File: src/rtl/conv_output_writer.sv
// Packs filter output bytes into little-endian 32-bit words, buffers them in a
// small FIFO and writes them to frame memory at incrementing word addresses.
module conv_output_writer #(
  parameter int          IMG_WIDTH  = 64,
  parameter int          IMG_HEIGHT = 64,
  parameter int          ADDR_W     = 12,
  parameter int unsigned BASE_ADDR  = 0,
  parameter int          FIFO_DEPTH = 4
) (
  input  logic              clk,
  input  logic              rst,
  input  logic              frame_start,
  input  logic              data_write,
  input  logic [7:0]        data_o,
  output logic [ADDR_W-1:0] mem_addr,
  output logic [31:0]       mem_wdata,
  output logic              mem_valid,
  input  logic              mem_ready,
  output logic              frame_done,
  output logic              overflow,
  output logic              busy,
  output logic [1:0]        fsm_state
);
  localparam int PIX_TOTAL = IMG_WIDTH * IMG_HEIGHT;
  localparam int PIX_W     = $clog2(PIX_TOTAL + 1);
  localparam int PTR_W     = $clog2(FIFO_DEPTH);
  localparam int CNT_W     = $clog2(FIFO_DEPTH + 1);
  localparam logic [ADDR_W-1:0] BASE_WORD = ADDR_W'(BASE_ADDR);

  typedef enum logic [1:0] {
    IDLE    = 2'd0,
    CAPTURE = 2'd1,
    DRAIN   = 2'd2,
    DONE    = 2'd3
  } state_t;

  state_t            state, state_nxt;
  logic [PIX_W-1:0]  pix_cnt;
  logic [23:0]       pack;
  logic [31:0]       data_mem [FIFO_DEPTH];
  logic [ADDR_W-1:0] addr_mem [FIFO_DEPTH];
  logic [PTR_W-1:0]  wr_ptr, rd_ptr;
  logic [CNT_W-1:0]  count;
  logic [ADDR_W-1:0] push_addr;
  logic              start, take, push, pop, full, drop, wr_en;
  logic [1:0]        lane;

  always_comb begin
    state_nxt = state;
    start     = 1'b0;
    take      = 1'b0;
    case (state)
      IDLE: begin
        if (frame_start) begin
          state_nxt = CAPTURE;
          start     = 1'b1;
        end
      end
      CAPTURE: begin
        if (frame_start) begin
          start = 1'b1;
        end else if (data_write) begin
          take = 1'b1;
          if (pix_cnt == PIX_W'(PIX_TOTAL - 1)) state_nxt = DRAIN;
        end
      end
      DRAIN: begin
        if (frame_start) begin
          state_nxt = CAPTURE;
          start     = 1'b1;
        end else if (count == '0) begin
          state_nxt = DONE;
        end
      end
      DONE:    state_nxt = IDLE;
      default: state_nxt = IDLE;
    endcase
  end

  // Memory handshake: a word transfers on every rising edge where mem_valid and
  // mem_ready are both high; while mem_valid is high and mem_ready low, the
  // address and data are held and mem_valid never drops.
  assign lane  = pix_cnt[1:0];
  assign push  = take && (lane == 2'd3);
  assign pop   = mem_valid && mem_ready;
  assign full  = (count == CNT_W'(FIFO_DEPTH));
  assign drop  = push && full && !pop;
  assign wr_en = push && !drop;

  always_ff @(posedge clk or posedge rst) begin
    if (rst) begin
      state     <= IDLE;
      pix_cnt   <= '0;
      pack      <= '0;
      wr_ptr    <= '0;
      rd_ptr    <= '0;
      count     <= '0;
      push_addr <= BASE_WORD;
      overflow  <= 1'b0;
      for (int i = 0; i < FIFO_DEPTH; i++) begin
        data_mem[i] <= '0;
        addr_mem[i] <= '0;
      end
    end else begin
      state <= state_nxt;
      if (start) begin
        pix_cnt   <= '0;
        pack      <= '0;
        wr_ptr    <= '0;
        rd_ptr    <= '0;
        count     <= '0;
        push_addr <= BASE_WORD;
        overflow  <= 1'b0;
      end else begin
        if (take) begin
          pix_cnt <= pix_cnt + PIX_W'(1);
          if (!push) pack[{lane, 3'b000} +: 8] <= data_o;
        end
        // Every completed word consumes an address, even when it is dropped.
        if (push) push_addr <= push_addr + ADDR_W'(1);
        if (wr_en) begin
          data_mem[wr_ptr] <= {data_o, pack};
          addr_mem[wr_ptr] <= push_addr;
          wr_ptr           <= wr_ptr + PTR_W'(1);
        end
        if (drop) overflow <= 1'b1;
        if (pop) rd_ptr <= rd_ptr + PTR_W'(1);
        if (wr_en && !pop) count <= count + CNT_W'(1);
        else if (!wr_en && pop) count <= count - CNT_W'(1);
      end
    end
  end

  assign mem_valid  = (count != '0);
  assign mem_wdata  = data_mem[rd_ptr];
  assign mem_addr   = mem_valid ? addr_mem[rd_ptr] : push_addr;
  assign frame_done = (state == DONE);
  assign busy       = (state == CAPTURE) || (state == DRAIN);
  assign fsm_state  = state;

endmodule

File: config.mk
export PLATFORM = sky130hd
export DESIGN_NAME = conv_output_writer
export DESIGN_NICKNAME = d
export VERILOG_FILES = /design/src/rtl/conv_output_writer.sv
export SDC_FILE = /design/constraint.sdc
export NUM_CORES = 1
export LEC_CHECK = 0
export ABC_AREA = 0
export CORE_MARGIN = 3
export CORE_UTILIZATION = 45
export CTS_CLUSTER_SIZE = 24
export DETAILED_ROUTE_END_ITERATION = 16
export PLACE_DENSITY_LB_ADDON = 0.2
export SYNTH_ARGS = -nofsm -noshare
export SYNTH_HDL_FRONTEND = slang
export SYNTH_SLANG_ARGS = --single-unit
File: constraint.sdc
create_clock -name clk -period 9.75 [get_ports clk]
set_input_delay 0.975 -clock clk [delete_from_list [all_inputs] [get_ports clk]]
set_output_delay 0.975 -clock clk [all_outputs]
set_load 0.02 [all_outputs]
==> summary.txt, run 1 <==
Run status - completed
Worst VDD drop - 0.124 mV
Clock skew - 0.0141 ns
Total wire length - 22,900 um
Postcts setup bufs - 0
Sw Ratio - 0.241
NetSw - 551 uW
Top_reg_cell synth - dfrtp_1
CTS H-tree lvls - 1
Largest net degree at the start of global routing - 101
Reg2Reg Depth - 7
Period minus WS final - 4.34 ns
Slew @ Worst Pin - 1.16 ns
Ys Warns - 0
Non-Filler Instances - 1,147
Crit-path cells - buf_4, mux4_2, mux2_1, clkdlybuf4s50_1
Hold-critical path depth - 1
Vias per cell - 5.55
Unrepaired setup endpoints after global routing - no
Via count - 6,369
Met3 WL - 805 um
Boundary Pins - 63
Min-delay worst type - reg2reg
WP data arrival - 3.37 ns
Min-delay src - pix_cnt[12]
Layout cells sized above 1 - 0.138
Setup TNS - 0 ns
Combinational share of power - 0.105
Headroom to the max-slew limit - 0.220
Placed insts - 1,102
Crit path depth - 4
Clock Latency Late Sink - 0.52 ns
Number of synthesized register bits - 235
CP Capture Type - output port
Setup slack after layout - 5.41 ns
Internal Power - 1730 uW
Slew Limit Fails - 0
DR iter-0 viols - 483
Clock sinks - 235
I/O Buffers - 62
CP top delay family - buffers and inverters
Sequential element share of the synthesized area - 0.547
P per Cell Area - 182 nW/um^2
Clk slew on worst S/H paths - 0.06 ns
Crit-path slowest cell - dfrtp_2
Clk pwr share - 0.449
HPWL after detailed placement - 14,500 um
FFs w/ async S/R, synth - 1.00
Highest Signal Layer - met4
P&R area growth vs syn - 16.5%
Synth cell types - 50
CTS tree - built
Initial antenna violation count - 0
Post-Synthesis Cells - 766
Initial Util - 0.467
Setup crit start - rd_ptr[0]
Routed Antenna Nets - 0
WS Path Type - reg2out
First-pass GRT wire length - 38,100 um
Full die area - 25,800 um^2
Final Setup Violations - 0
CTS Hold Bufs - 0
WL met2 - 11,300 um
Mapped cell area - 10,800 um^2
Final hold vios - 0
Place WS - 5.84 ns
Diode count - 0
Met1 wire length - 10,300 um
WP data required - 8.78 ns
Vias in the first global route - 6,913
DRC Markers - 0
CTS Buffer Depth - 3
Final Cycle Share - 0.445
Overflow after GRT - 0
Core area - 23,100 um^2
Critical path peak fanout - 32
Mapped Nets - 794
Max-cap violations - 0
Layout Nets - 845
Die Wd - 161 um
Pre-antenna DRT Iters - 4
Startpoint types - flip-flop
Die height - 161 um
Buf+Inv Stages, Crit Path - 2
FP Rows - 55
Post-DR wirelength/cell - 19.9 um
EDFF count, synth - 0
GPL Wtd Cong - 0.743
Slowest stage delay, CP - 0.70 ns
Filler cell count in the final layout - 1,869
F_max - 0.230 GHz
Num CTS Buffers - 26
# resized after CTS - 0
Avg Inst Size Synth - 14.0 um^2
Leakage - 0.00604 uW
Gr usage total - 0.184
FF-to-FF Start - fsm_state[1]
Root buffer cell - clkbuf_16
Reg power frac - 0.446
[routing by layer]
metal | GRT usage | vias to the layer above
met1 | 0.256 | 3343
met5 | 0 | -
met3 | 0.0268 | 41
met4 | 0.0414 | 0
met2 | 0.307 | 119
li1 | - | 2866
[cells in the mapped netlist, types with 3 or more instances]
master / number / area [um^2]
ha_1: 14 / 175
nand2_2: 4 / 25.0
mux2_2: 5 / 56.3
buf_2: 26 / 130
nor4_1: 4 / 25.0
nand4_1: 9 / 56.3
mux4_2: 44 / 991
clkbuf_1: 12 / 45.0
nand2_1: 58 / 218
and4b_1: 4 / 40.0
xnor2_1: 12 / 105
o31ai_1: 9 / 67.6
a21oi_1: 3 / 15.0
a31oi_1: 3 / 18.8
nand3_1: 10 / 50.1
xor2_1: 7 / 61.3
mux2i_1: 6 / 60.1
dfrtp_1: 235 / 5880
buf_4: 4 / 30.0
buf_1: 4 / 15.0
or3_1: 4 / 25.0
inv_1: 19 / 71.3
nor3_1: 6 / 30.0
mux2_1: 182 / 2050
nor2_1: 29 / 109
o21ai_1: 23 / 115
[cells by family after synthesis]
family          synth area share
xor+xnor                  0.0155
compound gates            0.0293
flops                      0.547
mux                        0.293
buf+inv                   0.0280
simple gates              0.0692
fa+ha+maj                 0.0181
[layout by cell type, fill, tap and decap left out, types with 14 or more instances in the layout]
| master | n |
|---|---|
| inv_1 | 18 |
| clkbuf_16 | 27 |
| mux4_2 | 44 |
| ha_1 | 14 |
| nor2_1 | 29 |
| clkdlybuf4s50_1 | 62 |
| dfrtp_1 | 233 |
| nand2_1 | 58 |
| mux2_1 | 182 |
| o21ai_1 | 23 |
[state kept, by name, indices dropped and copies added, names as in the netlist]
name	flops
count	3
overflow	1
addr_mem	48
push_addr	12
data_mem	128
rd_ptr	2
wr_ptr	2
pack	24
fsm_state	2
pix_cnt	13
[power groups by stage]
stage	logic, uW	clock network [uW]	registers (uW)
final	240	1030	1020
after global placement	239	0	1040
after global routing	264	1090	1020
after detailed placement	244	0	1040
after CTS	245	1050	1020
after floorplan	193	0	1020
[final timing paths]
path,to,slack [ns]
setup / recovery,mem_addr[8],5.41
hold / removal,pix_cnt[12],0.48
setup reg to reg,data_mem[79],6.71
hold reg to reg,pix_cnt[12],0.48
max in group asynchronous,data_mem[27],7.40
min in group asynchronous,pix_cnt[5],0.97
[metrics by stage]
| stage | hold slack, ns | cell area [um^2] | utilization | power [uW] |
|---|---|---|---|---|
| 3_5_place_dp | 0.474 | 11600 | 0.504 | 1280 |
| 2_1_floorplan | 0.443 | 10800 | - | 1210 |
| 3_3_place_gp | 0.459 | 11600 | 0.504 | 1270 |
| 4_1_cts | 0.482 | 12500 | 0.544 | 2310 |
| 6_report | 0.478 | 12500 | 0.544 | 2280 |
| 5_1_grt | 0.497 | 12500 | 0.544 | 2380 |
[layout make-up]
type / instances / area [um^2] / area share
clock buffers: 39 / 811 / 0.0647
clock inverters: 6 / 105 / 0.00838
inverters: 19 / 78.8 / 0.00629
multi-input cells: 464 / 4580 / 0.365
flip-flops and latches: 235 / 5880 / 0.469
well taps: 313 / 392 / 0.0312
repair buffers: 71 / 688 / 0.0549
No activity file was read; power rests on OpenSTA's default activity.
==> inputs of run 2 (changes only) <==
Clock period 9.75 ns to 3.9 ns, I/O delays scaled along.
==> run 2 against run 1 <==
Net effect:
- critical path depth stayed put
- setup slack worse by 4.7 ns
- combinational power grew to 2.5 times the previous value
- sequential share of layout area is 0.17 points lower
- die area stayed put
- worst hold slack worse by 0.33 ns
- non-clock buffer count is 5 higher
- flip-flop and latch count stayed put
- via count is 0.44% lower
- first-iteration DRC count is 34% lower
- register-to-register slack worse by 5.8 ns
- clock skew is 0.0032 ns higher
- critical path type unchanged
- critical endpoint unchanged
- largest power group is now sequential cells
- highest routed layer unchanged
==> summary.txt, run 2 (synthesized netlist as in run 1, its figures left out) <==
Clock skew - 0.0173 ns (+0.00323 ns)
Die Wd - 161 um (unchanged)
Period minus WS final - 3.20 ns
Clock sinks - 235 (unchanged)
Diode count - 0 (unchanged)
Pre-antenna DRT Iters - 4 (unchanged)
Fin area - 12,600 um^2 (+0.37%)
Max FFs per register - 128 (unchanged)
Crit-path slowest cell - mux4_2
CTS tree - built
Vias in the first global route - 7,008 (+1.4%)
Non-Filler Instances - 1,154 (+0.61%)
Reg area - 5880 um^2 (unchanged)
WP data arrival - 2.81 ns (-0.56 ns)
Reg2Reg Capture Point - addr_mem[18]
Clock Latency Late Sink - 0.52 ns (about the same)
Initial Util - 0.467 (unchanged)
Crit path depth - 4 (unchanged)
Slew @ Worst Pin - 1.09 ns (-0.0756 ns)
Filler cell count in the final layout - 1,909 (+2.1%)
Unrepaired setup endpoints after global routing - no
Run status - completed
Power, Total - 5670 uW (+150%)
Startpoint types - flip-flop
Num CTS Buffers - 27 (+3.8%)
Buf+Inv Stages, Crit Path - 2 (unchanged)
CTS Hold Bufs - 0 (unchanged)
P per Cell Area - 450 nW/um^2 (+150%)
# resized after CTS - 0 (unchanged)
Leakage - 0.00605 uW (+0.22%)
Final hold vios - 0 (unchanged)
Final Cycle Share - 0.820
Setup crit start - rd_ptr[0]
Layout cells sized above 1 - 0.144 (+0.00599)
DRC Markers - 0 (unchanged)
Post-DR wirelength/cell - 19.6 um (-1.5%)
Slowest stage delay, CP - 0.55 ns (-0.15 ns)
Min-delay worst type - in2async
CP Capture Type - output port
Slew Limit Fails - 0 (unchanged)
Top reg by flops - data_mem
Final core utilization - 0.546 (+0.00201)
I/O Buffers - 62 (unchanged)
Crit-path cells - buf_4, mux4_2, mux2_1, clkdlybuf4s50_1
Initial antenna violation count - 0 (unchanged)
First-pass GRT wire length - 38,100 um (-0.18%)
Placed insts - 1,107 (+0.45%)
Vias per cell - 5.49 (-1.0%)
CTS H-tree lvls - 1 (unchanged)
CP top delay family - buffers and inverters
Worst VDD drop - 0.248 mV (+99%)
HPWL after detailed placement - 14,600 um (+0.65%)
CTS Buffer Depth - 3 (unchanged)
Gr usage total - 0.181 (-0.00219)
Overflow after GRT - 0 (unchanged)
Worst R2R Setup Slack - 0.92 ns (-5.79 ns)
Full die area - 25,800 um^2 (unchanged)
Setup crit end - mem_addr[8]
F_max - 0.313 GHz
Critical path peak fanout - 14 (-56%)
Headroom to the max-slew limit - 0.271 (+0.0507)
WP data required - 3.51 ns (-5.27 ns)
Routed Antenna Nets - 0 (unchanged)
Setup TNS - 0 ns (unchanged)
DP Area - 11,700 um^2 (+0.51%)
P&R area growth vs syn - 17.0%
Core area - 23,100 um^2 (unchanged)
Boundary Pins - 63 (unchanged)
Root buffer cell - clkbuf_16
WS Path Type - reg2out
Largest net degree at the start of global routing - 128 (+27%)
Top flop regs - data_mem (128), addr_mem (48), pack (24)
Postcts setup bufs - 0 (unchanged)
GPL Wtd Cong - 0.772 (+4.0%)
Multi-input gate area - 4580 um^2 (unchanged)
Reg2Reg Depth - 7 (unchanged)
Max-cap violations - 0 (unchanged)
Die height - 161 um (unchanged)
Commonest non-fill, non-tap cells in the layout - dfrtp_1, mux2_1, clkdlybuf4s50_1
Clk slew on worst S/H paths - 0.06 ns (about the same)
Layout Nets - 851 (+0.71%)
Commonest non-fill, non-tap cell in the layout - dfrtp_1
DR iter-0 viols - 318 (-34%)
Final Setup Violations - 0 (unchanged)
FF-to-FF Start - fsm_state[1]
Via count - 6,341 (-0.44%)
FP Rows - 55 (unchanged)
Total wire length - 22,700 um (-0.90%)
==> run 2: changes by cell type in the layout (fill, tap and decap cells not counted), sizes merged <==
| cell | before | now |
|---|---|---|
| buf | 9 | 14 |
| clkinvlp | 0 | 3 |
| bufinv | 3 | 1 |
| clkbuf | 39 | 42 |
| clkinv | 3 | 1 |
==> run 2: worst register-to-register path, delay by kind of cell (launching register included) <==
family                     cells  cell delay, ns
adders and majority gates      1            0.33
DFF                            1            0.44
muxes                          1            0.36
buffers and inverters          2            0.57
and+or+nand+nor                3            1.15
==> run 2: layout make-up <==
class | instances | area share
clock inverters | 5 | 0.00487
inverters | 19 | 0.00597
well taps | 313 | 0.0311
flip-flops and latches | 235 | 0.467
clock buffers | 42 | 0.0669
repair buffers | 76 | 0.0597
multi-input cells | 464 | 0.364
==> run 2: how the worst min path moves through the flow <==
stage | start | end | slack [ns]
detailed placement | data_mem[63] | data_mem[63] | 0.48
global placement | pix_cnt[12] | pix_cnt[12] | 0.46
floorplan | pix_cnt[12] | pix_cnt[12] | 0.44
CTS | rst | pix_cnt[6] | 0.12
finish | rst | pix_cnt[6] | 0.15
global route | rst | pix_cnt[6] | 0.14
==> run 2: through the flow <==
stage          worst slack, ns  hold slack, ns
2_1_floorplan            0.432           0.443
3_3_place_gp             0.837           0.461
3_5_place_dp             0.720           0.477
4_1_cts                  0.605           0.119
5_1_grt                  0.519           0.143
6_report                 0.702           0.146
==> run 2: routing by layer <==
metal	share of wire	GRT usage	routed length [um]	vias up
li1	-	-	-	2879
met1	0.46	0.252	10400	3326
met2	0.49	0.302	11000	102
met3	0.036	0.0297	817	34
met4	0.018	0.0418	407	0
met5	0	0	0	-
==> run 2: power breakdown <==
| group | switching, uW | internal, uW |
|---|---|---|
| Clock | 972 | 1540 |
| Sequential | 73.0 | 2480 |
| Combinational | 350 | 256 |
| Total | 1390 | 4270 |
==> inputs of run 3 (changes only) <==
Clock period 3.9 ns to 3.2 ns, I/O delays scaled along.
==> run 3 against run 2 <==
Net effect:
- total power grew 19%
- highest routed layer unchanged
- die area is the same
- first-iteration DRC count grew 58%
- critical path type unchanged
- combinational power grew 29%
- largest cell class unchanged
==> summary.txt, run 3 (synthesized netlist as in run 1, its figures left out) <==
Fin area - 12,600 um^2 (-0.20%)
P&R area growth vs syn - 16.7%
Boundary Pins - 63 (unchanged)
Clk slew on worst S/H paths - 0.06 ns (about the same)
Diode count - 0 (unchanged)
P per Cell Area - 536 nW/um^2 (+19%)
Root buffer cell - clkbuf_16
Die height - 161 um (unchanged)
Leakage - 0.00604 uW (-0.29%)
Sw Ratio - 0.247 (+0.000843)
Top reg by flops - data_mem
GPL Wtd Cong - 0.794 (+2.8%)
Slew @ Worst Pin - 0.781 ns (-0.305 ns)
WP data arrival - 2.71 ns (-0.10 ns)
Max-cap violations - 0 (unchanged)
Clock skew - 0.0129 ns (-0.00441 ns)
Non-Filler Instances - 1,153 (-0.087%)
F_max - 0.330 GHz
Vias per cell - 5.50 (+0.18%)
DRC Markers - 0 (unchanged)
Num CTS Buffers - 25 (-7.4%)
Full die area - 25,800 um^2 (unchanged)
Core area - 23,100 um^2 (unchanged)
CTS Hold Bufs - 0 (unchanged)
Gr usage total - 0.179 (-0.00268)
FF-to-FF Start - fsm_state[1]
CTS tree - built
Reg power frac - 0.461 (+0.011)
Final core utilization - 0.545 (-0.00109)
CP Capture Type - output port
Clock sinks - 235 (unchanged)
Period minus WS final - 3.03 ns
# resized after CTS - 0 (unchanged)
WP data required - 2.88 ns (-0.63 ns)
Setup slack after layout - 0.168 ns (-0.534 ns)
Top flop regs - data_mem (128), addr_mem (48), pack (24)
CTS H-tree lvls - 1 (unchanged)
Final hold slack - 0.0859 ns (-0.0596 ns)
I/O Buffers - 62 (unchanged)
DP Area - 11,800 um^2 (+0.64%)
Startpoint types - flip-flop
CTS Buffer Depth - 3 (unchanged)
HPWL after detailed placement - 14,300 um (-1.8%)
Pre-antenna DRT Iters - 4 (unchanged)
Headroom to the max-slew limit - 0.478 (+0.207)
Final hold vios - 0 (unchanged)
Postcts setup bufs - 0 (unchanged)
Setup crit start - rd_ptr[0]
Initial Util - 0.467 (unchanged)
Clock Latency Late Sink - 0.51 ns (about the same)
First-pass GRT wire length - 37,300 um (-2.0%)
Die Wd - 161 um (unchanged)
Commonest non-fill, non-tap cell in the layout - dfrtp_1
Place WS - 0.581 ns (-0.139 ns)
FP Rows - 55 (unchanged)
Final Setup Violations - 0 (unchanged)
Layout cells sized above 1 - 0.144 (+0.000171)
Final Cycle Share - 0.948
Vias in the first global route - 6,850 (-2.3%)
DR iter-0 viols - 502 (+58%)
WS Path Type - reg2out
Total wire length - 22,500 um (-0.56%)
Post-DR wirelength/cell - 19.6 um (-0.47%)
Placed insts - 1,112 (+0.45%)
Via count - 6,347 (+0.095%)
Worst VDD drop - 0.354 mV (+43%)
NetSw - 1660 uW (+19%)
Filler cell count in the final layout - 1,865 (-2.3%)
Critical path peak fanout - 26 (+12)
Initial antenna violation count - 0 (unchanged)
Run status - completed
Unrepaired setup endpoints after global routing - no
Routed Antenna Nets - 0 (unchanged)
Min-delay worst type - in2async
Overflow after GRT - 0 (unchanged)
Layout Nets - 854 (+0.35%)
Largest net degree at the start of global routing - 149 (+16%)
Max FFs per register - 128 (unchanged)
Combinational share of power - 0.115 (+0.008)
Clk pwr share - 0.423 (-0.020)
Commonest non-fill, non-tap cells in the layout - dfrtp_1, mux2_1, clkdlybuf4s50_1
Internal Power - 5070 uW (+19%)
Slew Limit Fails - 0 (unchanged)
## run 3: final timing paths
check                      slack, ns             to  depth (start not counted)
max reg2reg                     0.66       count[2]                          9
max                             0.17  mem_wdata[30]                          4
min in group clk                0.48    pix_cnt[11]                          1
max in group asynchronous       2.15  data_mem[114]                          3
min                             0.09   fsm_state[0]                          2
min reg2reg                     0.48    pix_cnt[11]                          1
## run 3: final cells by class
| cell class | instances | area (um^2) | area share |
|---|---|---|---|
| clock inverters | 11 | 139 | 0.0111 |
| inverters | 19 | 75.1 | 0.00598 |
| multi-input cells | 464 | 4580 | 0.365 |
| flip-flops and latches | 235 | 5880 | 0.468 |
| repair buffers | 81 | 826 | 0.0658 |
| clock buffers | 30 | 664 | 0.0529 |
| well taps | 313 | 392 | 0.0312 |
## run 3: stage by stage
stage          setup TNS, ns  total power, uW
3_5_place_dp               0             3950
6_report                   0             6730
4_1_cts                    0             6820
3_3_place_gp               0             3930
5_1_grt                    0             7030
2_1_floorplan         -46.50             3690
## run 3: power by group through the flow
stage | clock network, uW | registers, uW | logic [uW]
6_report | 2850 | 3110 | 778
2_1_floorplan | 0 | 3100 | 588
5_1_grt | 3060 | 3110 | 855
3_5_place_dp | 0 | 3160 | 793
3_3_place_gp | 0 | 3160 | 776
4_1_cts | 2920 | 3110 | 794
## run 3: critical path: stages (launching register included)
cell and delay (ns):
dfrtp_2 0.54, buf_12 0.23, buf_12 0.25, mux4_2 0.58
clkdlybuf4s50_1 0.57
## run 3: routing by layer
metal  global-route usage  part of all wire  vias to the layer above
met5                    0                 0                        -
li1                     -                 -                     2892
met3               0.0240             0.032                       26
met4               0.0402             0.017                        0
met1                0.248              0.45                     3324
met2                0.303              0.50                      105
